[src/rtl/count_arbiter_if.sv]
// Handshake bundle between requesters and the shared-counter arbiter.
interface count_arbiter_if #(
    parameter int W = 4
);
    logic [1:0]   req;
    logic [W-1:0] len0;
    logic [W-1:0] len1;
    logic         hold;
    logic [1:0]   gnt;
    logic [W-1:0] cnt;
    logic         busy;
    logic [1:0]   done;

    modport master (
        output req, len0, len1, hold,
        input  gnt, cnt, busy, done
    );

    modport slave (
        input  req, len0, len1, hold,
        output gnt, cnt, busy, done
    );
endinterface

[src/rtl/count_arbiter.sv]
// Two-requester round-robin arbiter that lends one shared up-counter to the
// winner. A run counts 0..len_q, pulses done for the owner, then returns to
// IDLE. The owner dropping its request aborts the run silently.
module count_arbiter #(
    parameter int W = 4
) (
    input  logic            clk,
    input  logic            rst,
    count_arbiter_if.slave  bus
);
    localparam logic [1:0] IDLE = 2'd0;
    localparam logic [1:0] RUN  = 2'd1;
    localparam logic [1:0] DONE = 2'd2;

    logic [1:0]   state;
    logic [1:0]   gnt_q;
    logic [W-1:0] cnt_q;
    logic [W-1:0] len_q;
    logic [1:0]   done_q;
    logic         last;      // index of the most recently granted requester
    logic         owner;     // index of the current owner (valid in RUN)
    logic         winner;    // arbitration result in IDLE
    logic         any_req;

    assign owner   = gnt_q[1];
    assign any_req = |bus.req;

    // Single request wins outright; on contention the one not served last wins.
    always_comb begin
        winner = 1'b0;
        case (bus.req)
            2'b01:   winner = 1'b0;
            2'b10:   winner = 1'b1;
            2'b11:   winner = ~last;
            default: winner = 1'b0;
        endcase
    end

    // Arbitration, counting and completion sequencing.
    always_ff @(posedge clk) begin
        if (rst) begin
            state  <= IDLE;
            gnt_q  <= 2'b00;
            cnt_q  <= '0;
            len_q  <= '0;
            done_q <= 2'b00;
            last   <= 1'b1;
        end else begin
            done_q <= 2'b00;
            case (state)
                IDLE: begin
                    if (any_req) begin
                        state  <= RUN;
                        gnt_q  <= winner ? 2'b10 : 2'b01;
                        cnt_q  <= '0;
                        len_q  <= winner ? bus.len1 : bus.len0;
                        last   <= winner;
                    end
                end
                RUN: begin
                    // Abort outranks both hold and terminal count.
                    if (!bus.req[owner]) begin
                        state <= IDLE;
                        gnt_q <= 2'b00;
                    end else if (bus.hold) begin
                        state <= RUN;
                    end else if (cnt_q == len_q) begin
                        state         <= DONE;
                        gnt_q         <= 2'b00;
                        done_q[owner] <= 1'b1;
                    end else begin
                        cnt_q <= cnt_q + 1'b1;
                    end
                end
                DONE: begin
                    state <= IDLE;
                end
                default: begin
                    state <= IDLE;
                    gnt_q <= 2'b00;
                end
            endcase
        end
    end

    assign bus.gnt  = gnt_q;
    assign bus.cnt  = cnt_q;
    assign bus.done = done_q;
    assign bus.busy = (state == RUN);
endmodule

[src/flat_wrapper.sv]
// flat-port wrapper written by rule: the top's interface ports become plain ports
module count_arbiter_flat 
#(
    parameter int W = 4
)
  (clk, rst, bus_req, bus_len0, bus_len1, bus_hold, bus_gnt, bus_cnt, bus_busy, bus_done);
  count_arbiter_if #(.W(W)) bus_i ();
  input  logic clk;
  input  logic rst;
  input wire logic [$bits(bus_i.req)-1:0] bus_req;
  input wire logic [$bits(bus_i.len0)-1:0] bus_len0;
  input wire logic [$bits(bus_i.len1)-1:0] bus_len1;
  input wire logic [$bits(bus_i.hold)-1:0] bus_hold;
  output wire logic [$bits(bus_i.gnt)-1:0] bus_gnt;
  output wire logic [$bits(bus_i.cnt)-1:0] bus_cnt;
  output wire logic [$bits(bus_i.busy)-1:0] bus_busy;
  output wire logic [$bits(bus_i.done)-1:0] bus_done;
  assign bus_i.req = bus_req;
  assign bus_i.len0 = bus_len0;
  assign bus_i.len1 = bus_len1;
  assign bus_i.hold = bus_hold;
  assign bus_gnt = bus_i.gnt;
  assign bus_cnt = bus_i.cnt;
  assign bus_busy = bus_i.busy;
  assign bus_done = bus_i.done;
  count_arbiter #(.W(W)) u_core (.clk(clk), .rst(rst), .bus(bus_i));
endmodule
[config.mk]
export PLATFORM = sky130hd
export DESIGN_NAME = count_arbiter_flat
export DESIGN_NICKNAME = d
export VERILOG_FILES = /design/src/rtl/count_arbiter_if.sv /design/src/rtl/count_arbiter.sv /design/src/flat_wrapper.sv
export SDC_FILE = /design/constraint.sdc
export NUM_CORES = 1
export LEC_CHECK = 0
export ABC_AREA = 0
export ABC_CLOCK_PERIOD_IN_PS = 3530
export CORE_UTILIZATION = 49
export DETAILED_ROUTE_END_ITERATION = 12
export HOLD_SLACK_MARGIN = 0.12
export PLACE_DENSITY = 0.81
export SLEW_MARGIN = 0
export SYNTH_ARGS = -nofsm -noshare
export SYNTH_HDL_FRONTEND = slang
export SYNTH_SLANG_ARGS = --single-unit
[constraint.sdc]
create_clock -name clk -period 3.53 [get_ports clk]
set_input_delay 0.353 -clock clk [delete_from_list [all_inputs] [get_ports clk]]
set_output_delay 0.353 -clock clk [all_outputs]
set_load 0.1 [all_outputs]
## Word level (Yosys, flattened, before mapping)

Cells that the tools add are included.

| word-level totals | value |
|---|---|
| input port bits | 13 |
| word-level logic and storage cells | 57 |
| output and inout bits | 9 |
| register bits after elaboration | 15 |

| cells by class | value |
|---|---|
| reduce and logical (&&, ||, !) cells | 9 |
| equal/unequal tests | 12 |
| bitwise logic cells | 5 |
| $lt $le $gt $ge | 2 |
| add/subtract/negate cells | 1 |
| muxes and demuxes | 22 |

Operator list:

| cell | number |
|---|---|
| $mux W4 | 5 |
| $mux W2 | 9 |
| $pmux W4 S2 | 1 |
| $eq A2 B2 Y1 const B | 3 |
| $ne A3 B3 Y1 const B | 2 |
| $pmux W2 S3 | 1 |
| $not A1 Y1 | 5 |
| $reduce_and A5 Y1 | 1 |
| $reduce_or A5 Y1 | 1 |
| $add A4 B1 Y4 const B | 1 |
| $eq A4 B4 Y1 | 1 |
| $ne A2 B1 Y1 const B | 2 |
| $ne A2 B2 Y1 const B | 2 |
| $ne A4 B4 Y1 const B | 1 |
| $pmux W2 S2 | 1 |
| $reduce_and A2 Y1 | 2 |
| $reduce_and A4 Y1 | 1 |
| $mux W1 | 3 |
| $eq A2 B1 Y1 const B | 1 |
| $logic_not A2 Y1 | 1 |
| $lt A1 B2 Y1 const B | 1 |
| $pmux W1 S2 | 1 |
| $reduce_bool A2 Y1 | 1 |
| $reduce_or A2 Y1 | 1 |
| 3 further kinds | 3 |

## Longest topological paths before layout

Gate-level depths: netlist of the first run.

| depth | value |
|---|---|
| depth in word-level cells | 5 |
| gate-level depth with buffers | 4 |
| depth with buffers taken out | 4 |

## Least setup slack after synthesis of the first run

No wires, ideal clock.

| path | value |
|---|---|
| kind | register -> register |
| from | register u_core.gnt_q[1] (netlist: u_core.bus.gnt[1]) |
| to | register u_core.cnt_q[0] (netlist: u_core.bus.cnt[0]) |
| stages on the path, launching flop included | 5 |
| library setup time | 61 ps |
| slack | 1476 ps |
| buffers on the path | 0 |
| data arrival time | 1993 ps |
| data required time | 3469 ps |
| clock period less this slack | 2054 ps |
| cell sequence | dfxtp_1 > mux2i_1 > or2_4 > nor4b_4 > mux2_2 |

| between the ends | value |
|---|---|
| cells in the longest elaborated chain, start to end | 4 |

RTL lines:

| item | RTL line | text |
|---|---|---|
| start, declared | count_arbiter.sv:16 | `logic [1:0] gnt_q;` |
| start signal, assigned | count_arbiter.sv:54 | `gnt_q <= winner ? 2'b10 : 2'b01;` |
| $mux W1 (not written as such) (2 in a row) | count_arbiter.sv:62 | `if (!bus.req[owner]) begin` |
| $ne A2 B1 Y1 (no source line) | - |  |
| $reduce_and A5 Y1 (no source line) | - |  |
| end signal, assigned | count_arbiter.sv:72 | `cnt_q <= cnt_q + 1'b1;` |
| end, declared | count_arbiter.sv:17 | `logic [W-1:0] cnt_q;` |

Every way passes these cells. The select of a mux whose other input is x is not followed.
A chain may end at the register's enable or synchronous reset.

## Final worst setup path of the first run

| path | value |
|---|---|
| from | register u_core.state[0] |
| to | output port bus_busy |

| between the ends | value |
|---|---|
| cells in the longest elaborated chain, start to end | 1 |

RTL lines:

| item | RTL line | text |
|---|---|---|
| start, declared | count_arbiter.sv:15 | `logic [1:0] state;` |
| start signal, assigned | count_arbiter.sv:42 | `state <= IDLE;` |
| start signal, assigned | count_arbiter.sv:53 | `state <= RUN;` |
| start signal, assigned | count_arbiter.sv:63 | `state <= IDLE;` |
| $eq A2 B1 Y1 | count_arbiter.sv:89 | `assign bus.busy = (state == RUN);` |
| end, declared | flat_wrapper.sv:16 | `output wire logic [$bits(bus_i.busy)-1:0] bus_busy;` |

Every way passes these cells.

==> metrics.yaml, run 1 <==
p_leak_nw: 0.393
synthTopCellsByArea: "dfxtp_1 37%, mux2i_1 8.7%, a211oi_1 4.7%, xnor2_1 4.3%, nor2_1 3.3%"
drt-initial-drc-count: 14
drive_above_1_share_pct: 16.2
cts_tree: "done"
n_antenna_cell: 0
synth_flop_cell: "dfxtp_1"
first_pass_iters: 4
maxCapViolCount: 0
hold_buffers: 0
cts_setup_buffers: 0
ir_drop_v: 0.000239
grt_pass1_vias: 612
drv_slew: 0
combPwrFrac_pct: 28.3
yosys_warnings: 0
finalPower_w: 0.000402
finalWirelength_mm: 1.49
cts-root-buf: "clkbuf_4"
hold_class: "flip-flop to flip-flop"
multi_input_area_um2: 490
fin_tns_setup_ns: 0
route.detailed.drc: 0
grt_pass1_wl_mm: 2.62
synth_largest_area_cell: "dfxtp_1"
stdcell_count: 121
synth_top_area_share_pct: 37.3
die_area_mm2: 0.00181
grt_max_degree: 15
critical_path_peak_fanout: 7
vias_per_cell: 5.67
insertion_delay_ns: 0.28
critPathLaunchType: "flip-flop"
period_needed_ns: 2.43
postSynth.asyncResetShare_pct: 0
final_nets: 120
fp-row-count: 14
grt_use_total_pct: 19.4
rsz0062_at_grt: "false"
syn_nets: 95
wl_per_cell_um: 12.3
r2r_start: "u_core.bus.gnt[1]"
finalHoldViolations: 0
skew_ns: 0.00330
clkPwrFrac_pct: 24.6
yosysSeqAreaShare_pct: 37.3
synth-edff-count: 0
internal_power_w: 0.000269
p_per_area_mw_per_mm2: 380
cp.arrival_ns: 2.08
cts_htree_levels: 1
place_congestion: 0.823
fillers: 130
holdCritStartpoint: "u_core.bus.gnt[0]"
ctsResizeCount: 0
status: "finished clean"
start_util_pct: 52.9
hold_slack_ns: 0.480
ff_latch_area_um2: 300
tightest_slew_ns: 0.961
path_clk_slew_ns: 0.09
place_hpwl_mm: 1.14
hold_depth: 2
path_class: "flip-flop to primary output"
clock.fmax_ghz: 0.412
vias: 686
synth_cell_types: 38
cts_buffers: 3
postSynthAreaPerCell_um2: 9.95
slew_headroom_pct: 35.7
p_switching_w: 0.000133
r2r_end: "u_core.bus.gnt[0]"
finalCritPeriodShare_pct: 68.8
clock-sinks: 15
io_pins: 22
reg2regPathDepth: 4
rrSetupSlack_ns: 1.97
seqPwrFrac_pct: 47.1
cp.required_ns: 3.18
fp.dieH_um: 42.6
core-area_mm2: 0.00152
hold-path-endpoint: "u_core.bus.gnt[0]"
io_buffers: 21
clk_path_buf_depth: 2
dpl.cell_count: 117
swShare_pct: 33.0
antenna_found_initial: 0
synth-seq-cells: 15
grt-ovfl-total: 0
syn-cell-area_um2: 806
synthToLayoutAreaGrowth_pct: 31.4
die_w_um: 42.6
crit_path_end_kind: "primary output"
finalSetupViolCount: 0
netlist_instances: 81
ant_nets: 0
cell type report:
cell class / count / area share, %
Multi-Input combinational cell: 62 / 46.3
Sequential cell: 15 / 28.4
Timing Repair Buffer: 21 / 19.9
Inverter: 3 / 1.06
Clock buffer: 4 / 2.48
Tap cell: 16 / 1.89
cells in the mapped netlist, types with 2 or more instances:
cell and n:
a211oi_1 5, a21oi_1 4, and3_1 2, dfxtp_1 15, inv_1 3, mux2i_1 7, nand2_1 3, nor2_1 7
nor2_2 2, or2_2 2, xnor2_1 4
routing by layer:
metal | track usage (%) | vias up | part of all wire (%)
li1 | - | 351 | -
met1 | 25.3 | 312 | 48
met2 | 28.6 | 19 | 46
met3 | 5.17 | 4 | 4.0
met4 | 11.3 | 0 | 2.1
met5 | 0 | - | 0
sequential cells by signal (all words and copies together), names as in the netlist:
register,count
u_core.len_q,4
u_core.state,2
u_core.bus.gnt,2
u_core.bus.done,2
u_core.last,1
u_core.bus.cnt,4
cell families after synthesis:
group	synth area share, %
compound gates	18.8
xor+xnor	4.35
fa+ha+maj	1.55
buf+inv	1.86
flops	37.3
mux	10.1
simple gates	26.1
cells in the final DEF (no fill, tap or decap), drive strengths merged, types with 4 or more instances in the layout:
cell type	netlist	final
xnor2	4	4
clkdlybuf4s50	0	21
mux2i	7	7
dfxtp	15	15
a21oi	4	4
clkbuf	1	4
nor2	9	9
a211oi	5	5
worst max path at each step:
stage	start	endpoint	depth (start not counted)
after global placement	u_core.state[0]	bus_busy	3
after floorplan	u_core.bus.gnt[1]	u_core.bus.cnt[0]	4
after global routing	u_core.state[0]	bus_busy	3
after detailed placement	u_core.state[0]	bus_busy	3
final	u_core.state[0]	bus_busy	3
after CTS	u_core.state[0]	bus_busy	3
metrics by stage:
step / setup slack (ns) / utilization, % / cell area (um^2)
4_1_cts: 1.09 / 69.5 / 1060
5_1_grt: 1.01 / 69.5 / 1060
6_report: 1.10 / 69.5 / 1060
3_5_place_dp: 1.42 / 67.7 / 1030
3_3_place_gp: 1.45 / 67.7 / 1030
2_1_floorplan: 1.48 / - / 806
power by group through the flow:
stage	clock network (W)	registers, W	logic [W]
after floorplan	0	0.000212	0.0000616
after global placement	0	0.000192	0.000114
after detailed placement	0	0.000193	0.000114
after CTS	0.000101	0.000189	0.000115
after global routing	0.000110	0.000191	0.000123
final	0.0000988	0.000189	0.000114
worst max-delay path, stage by stage, from the launching register on:
cell and delay [ns]:
dfxtp_1 0.50, nand2b_4 0.11, inv_1 0.06, clkdlybuf4s50_1 1.12
Note: power is estimated with default switching activity, not from simulation.
==> inputs of run 2 (changes only) <==
--- a/config.mk
+++ b/config.mk
@@ -6,11 +6,11 @@
 export NUM_CORES = 1
 export LEC_CHECK = 0
 export ABC_AREA = 0
-export ABC_CLOCK_PERIOD_IN_PS = 3530
-export CORE_UTILIZATION = 49
+export ABC_CLOCK_PERIOD_IN_PS = 2310
+export CORE_UTILIZATION = 46
 export DETAILED_ROUTE_END_ITERATION = 12
 export HOLD_SLACK_MARGIN = 0.12
-export PLACE_DENSITY = 0.81
+export PLACE_DENSITY = 0.77
 export SLEW_MARGIN = 0
 export SYNTH_ARGS = -nofsm -noshare
 export SYNTH_HDL_FRONTEND = slang
==> constraint.sdc (replaced) <==
create_clock -name clk -period 2.31 [get_ports clk]
set_input_delay 0.231 -clock clk [delete_from_list [all_inputs] [get_ports clk]]
set_output_delay 0.231 -clock clk [all_outputs]
set_load 0.1 [all_outputs]
==> metrics.yaml, run 2 (synthesized netlist as in run 1, its figures left out) <==
p_leak_nw: 0.422
hold-path-endpoint: "u_core.bus.gnt[0]"
route.detailed.drc: 0
cts-root-buf: "clkbuf_4"
path_cells: "xnor2_1, nand4_2, a311oi_1, mux2_2"
cts_tree: "done"
grt-ovfl-total: 0
rrSetupSlack_ns: 0.71
first_pass_iters: 6
tightest_slew_ns: 0.357
final_nets: 122
final_cell_mix: "15 x dfxtp_1, 12 x clkdlybuf4s50_1, 11 x buf_4"
hold_buffers: 0
p_per_area_mw_per_mm2: 591
antenna_found_initial: 0
grt_pass1_wl_mm: 2.70
clock-sinks: 15
grt_use_total_pct: 19.7
core-area_mm2: 0.00158
critical_path_peak_fanout: 8
hold_depth: 2
cp.required_ns: 2.55
grt_max_degree: 12
finalPower_w: 0.000622
finalCritPeriodShare_pct: 69.2
clock.fmax_ghz: 0.626
maxCapViolCount: 0
cts_htree_levels: 1
wl_per_cell_um: 13.1
postLayoutCoreUtil_pct: 66.7
drt-initial-drc-count: 8
vias_per_cell: 5.62
combPwrFrac_pct: 28.6
fin_tns_setup_ns: 0
fp-row-count: 14
setup_slack_ns: 0.712
path_clk_slew_ns: 0.10
place_area_mm2: 0.00102
grt_pass1_vias: 621
internal_power_w: 0.000411
ant_nets: 0
io_buffers: 21
cts_buffers: 3
clk_path_buf_depth: 2
finalHoldViolations: 0
critPathLaunchType: "flip-flop"
io_pins: 22
cpMaxStageDelayCell: "a311oi_1"
period_needed_ns: 1.60
start_util_pct: 51.1
place_congestion: 0.832
final_common_cell: "dfxtp_1"
synthToLayoutAreaGrowth_pct: 30.6
path_class: "flip-flop to flip-flop"
final_area_mm2: 0.00105
finalSetupViolCount: 0
rsz0062_at_grt: "false"
drv_slew: 0
pre_cts_ws_ns: 0.478
r2r_end: "u_core.bus.cnt[0]"
cp.arrival_ns: 1.84
r2r_start: "u_core.bus.cnt[0]"
reg2regPathDepth: 4
holdCritStartpoint: "u_core.bus.gnt[0]"
ctsResizeCount: 0
die_w_um: 43.9
slew_headroom_pct: 75.5
p_switching_w: 0.000212
status: "finished clean"
seqPwrFrac_pct: 46.6
die_area_mm2: 0.00192
fp.dieH_um: 43.9
drive_above_1_share_pct: 27.1
n_antenna_cell: 0
insertion_delay_ns: 0.29
clkPwrFrac_pct: 24.8
swShare_pct: 34.0
skew_ns: 0.00423
ir_drop_v: 0.000355
place_hpwl_mm: 1.26
finalWirelength_mm: 1.61
cpPeakStageDelay_ns: 0.45
crit_path_end_kind: "flip-flop"
vias: 691
hold_class: "flip-flop to flip-flop"
cts_setup_buffers: 0
## run 2: cell types whose count changed in the layout (fill, tap and decap cells not counted)
cell	change
buf_4	+11
clkdlybuf4s50_1	-9
clkinv_2	+1
clkbuf_1	-1
## run 2: final cells by class
| cell class | count | area [um^2] |
|---|---|---|
| Fill cell | 139 | 524 |
| Tap cell | 16 | 20.0 |
| Sequential cell | 15 | 300 |
| Clock buffer | 3 | 22.5 |
| Timing Repair Buffer | 23 | 203 |
| Inverter | 3 | 11.3 |
| Multi-Input combinational cell | 62 | 490 |
| Clock inverter | 1 | 5.00 |
## run 2: metrics by stage
stage / instances / hold slack [ns]
finish: 123 / 0.494
global route: 123 / 0.511
CTS: 123 / 0.492
detailed placement: 119 / 0.475
global placement: 119 / 0.479
floorplan: 81 / 0.306
## run 2: worst max path at each step
stage                      start           endpoint  slack, ns  depth (start not counted)
2_1_floorplan  u_core.bus.gnt[1]  u_core.bus.cnt[0]       0.26                          4
3_3_place_gp          bus_req[0]  u_core.bus.cnt[0]       0.54                          5
3_5_place_dp          bus_req[0]  u_core.bus.cnt[0]       0.48                          5
4_1_cts        u_core.bus.cnt[0]  u_core.bus.cnt[0]       0.69                          4
5_1_grt        u_core.bus.cnt[0]  u_core.bus.cnt[0]       0.61                          4
6_report       u_core.bus.cnt[0]  u_core.bus.cnt[0]       0.71                          4
## run 2: power groups by stage
stage	Sequential (W)	Combinational [W]	Clock [W]
6_report	0.000290	0.000178	0.000154
4_1_cts	0.000290	0.000179	0.000157
3_5_place_dp	0.000296	0.000179	0
5_1_grt	0.000292	0.000190	0.000168
2_1_floorplan	0.000324	0.0000941	0
3_3_place_gp	0.000296	0.000176	0
## run 2: worst max-delay path: cells and delay by family (launching register included)
family / cells / cell delay (ns)
and+or+nand+nor: 1 / 0.27
DFF: 1 / 0.44
xor gates and xnor gates: 1 / 0.17
muxes: 1 / 0.21
AOI/OAI and AO/OA: 1 / 0.45
## run 2: routing by layer
metal | global-route usage (%) | vias up | share of wire, %
li1 | - | 355 | -
met1 | 26.1 | 316 | 49
met2 | 29.0 | 16 | 46
met3 | 3.75 | 4 | 3.4
met4 | 12.7 | 0 | 1.9
met5 | 0 | - | 0
==> inputs of run 3 (changes only) <==
--- a/config.mk
+++ b/config.mk
@@ -6,7 +6,7 @@
 export NUM_CORES = 1
 export LEC_CHECK = 0
 export ABC_AREA = 0
-export ABC_CLOCK_PERIOD_IN_PS = 2310
+export ABC_CLOCK_PERIOD_IN_PS = 1600
 export CORE_UTILIZATION = 46
 export DETAILED_ROUTE_END_ITERATION = 12
 export HOLD_SLACK_MARGIN = 0.12
==> constraint.sdc (replaced) <==
create_clock -name clk -period 1.6 [get_ports clk]
set_input_delay 0.16 -clock clk [delete_from_list [all_inputs] [get_ports clk]]
set_output_delay 0.16 -clock clk [all_outputs]
set_load 0.1 [all_outputs]
==> metrics.yaml, run 3 (synthesized netlist as in run 1, its figures left out) <==
maxCapViolCount: 0
place_congestion: 0.833
drt-initial-drc-count: 6
rsz0062_at_grt: "false"
vias_per_cell: 5.60
io_buffers: 21
pre_cts_ws_ns: -0.0958
crit_path_end_kind: "flip-flop"
clock.fmax_ghz: 0.669
cts-root-buf: "clkbuf_4"
cts_buffers: 3
clock-sinks: 15
holdCritStartpoint: "bus_len0[2]"
critPathLaunchType: "flip-flop"
hold_class: "input pin to flip-flop"
cp-startpoint: "u_core.bus.cnt[1]"
grt-ovfl-total: 0
finalHoldViolations: 0
finalWirelength_mm: 1.77
die_area_mm2: 0.00192
r2r_start: "u_core.bus.cnt[1]"
slew_headroom_pct: 73.2
core-area_mm2: 0.00158
final_common_cell: "clkdlybuf4s50_1"
path_class: "flip-flop to flip-flop"
p_leak_nw: 0.480
start_util_pct: 51.1
fillers: 104
period_needed_ns: 1.49
final_nets: 128
place_hpwl_mm: 1.42
cp.required_ns: 1.77
final_cell_mix: "12 x clkdlybuf4s50_1, 10 x dfxtp_1, 9 x buf_12"
ant_nets: 0
cpMaxStageDelayCell: "dfxtp_4"
clk_path_buf_depth: 2
cp.arrival_ns: 1.67
synthToLayoutAreaGrowth_pct: 53.1
first_pass_iters: 6
status: "finished clean"
ctsResizeCount: 0
route.detailed.drc: 0
cts_htree_levels: 1
finalCritPeriodShare_pct: 93.4
n_antenna_cell: 0
cts_setup_buffers: 0
grt_pass1_vias: 671
fp.dieH_um: 43.9
path_clk_slew_ns: 0.09
path_cells: "xnor2_1, nand4_2, nor4b_4, a221o_1"
finalPower_w: 0.000930
setup_slack_ns: 0.106
cts_tree: "done"
cpPeakStageDelay_ns: 0.38
grt_max_degree: 11
grt_use_total_pct: 20.4
drive_above_1_share_pct: 35.4
stdcell_count: 129
drv_slew: 0
hold_buffers: 0
skew_ns: 0.000835
finalSetupViolCount: 0
p_per_area_mw_per_mm2: 754
ir_drop_v: 0.000483
grt_pass1_wl_mm: 2.93
vias: 723
critical_path_peak_fanout: 8
io_pins: 22
tightest_slew_ns: 0.391
postLayoutCoreUtil_pct: 78.3
fp-row-count: 14
insertion_delay_ns: 0.28
antenna_found_initial: 0
hold_slack_ns: 0.516
die_w_um: 43.9
wl_per_cell_um: 13.7
dpl.cell_count: 125
[run 3: cell count changes in the layout (fill, tap and decap cells not counted)]
cell and delta:
clkinv_2 -1, clkbuf_1 +1, a311oi_2 +1, buf_4 -3, dfxtp_4 +5, dfxtp_1 -5, a311oi_1 -1, buf_12 +9
[run 3: metal layers]
| layer | part of all wire (%) | up-vias | GRT usage, % |
|---|---|---|---|
| li1 | - | 364 | - |
| met1 | 49 | 340 | 27.8 |
| met2 | 48 | 17 | 33.1 |
| met3 | 2.8 | 2 | 3.75 |
| met4 | 0.91 | 0 | 5.45 |
| met5 | 0 | - | 0 |
[run 3: through the flow]
stage               instance area [um^2]  TNS, ns
detailed placement                  1200   -0.295
global placement                    1200  -0.0639
finish                              1230        0
floorplan                            825        0
CTS                                 1230        0
global route                        1230        0
[run 3: layout make-up]
| cell class | count | area, um^2 | area share (%) |
|---|---|---|---|
| multi-input cells | 62 | 497 | 40.3 |
| repair buffers | 29 | 360 | 29.2 |
| flip-flops and latches | 15 | 319 | 25.9 |
| clock buffers | 4 | 26.3 | 2.13 |
| well taps | 16 | 20.0 | 1.62 |
| inverters | 3 | 11.3 | 0.913 |
[run 3: path summary, 6_finish.rpt]
check	cells past startpoint	to	slack, ns
setup / recovery	4	u_core.bus.cnt[3]	0.11
hold / removal	3	u_core.len_q[2]	0.52
setup reg to reg	4	u_core.bus.cnt[3]	0.11
hold reg to reg	2	u_core.bus.gnt[0]	0.53
[run 3: worst max-delay path, delay by kind of cell, from the launching register on]
kind	cells	cell delay [ns]
AND/OR/NAND/NOR	2	0.52
AO/OA/AOI/OAI	1	0.28
XOR/XNOR	1	0.20
flip-flops	1	0.38
[run 3: power breakdown]
group          switching [W]  internal [W]  total (W)
clock               0.000120     0.0000967   0.000217
combinational       0.000160      0.000137   0.000297
sequential         0.0000265      0.000389   0.000416
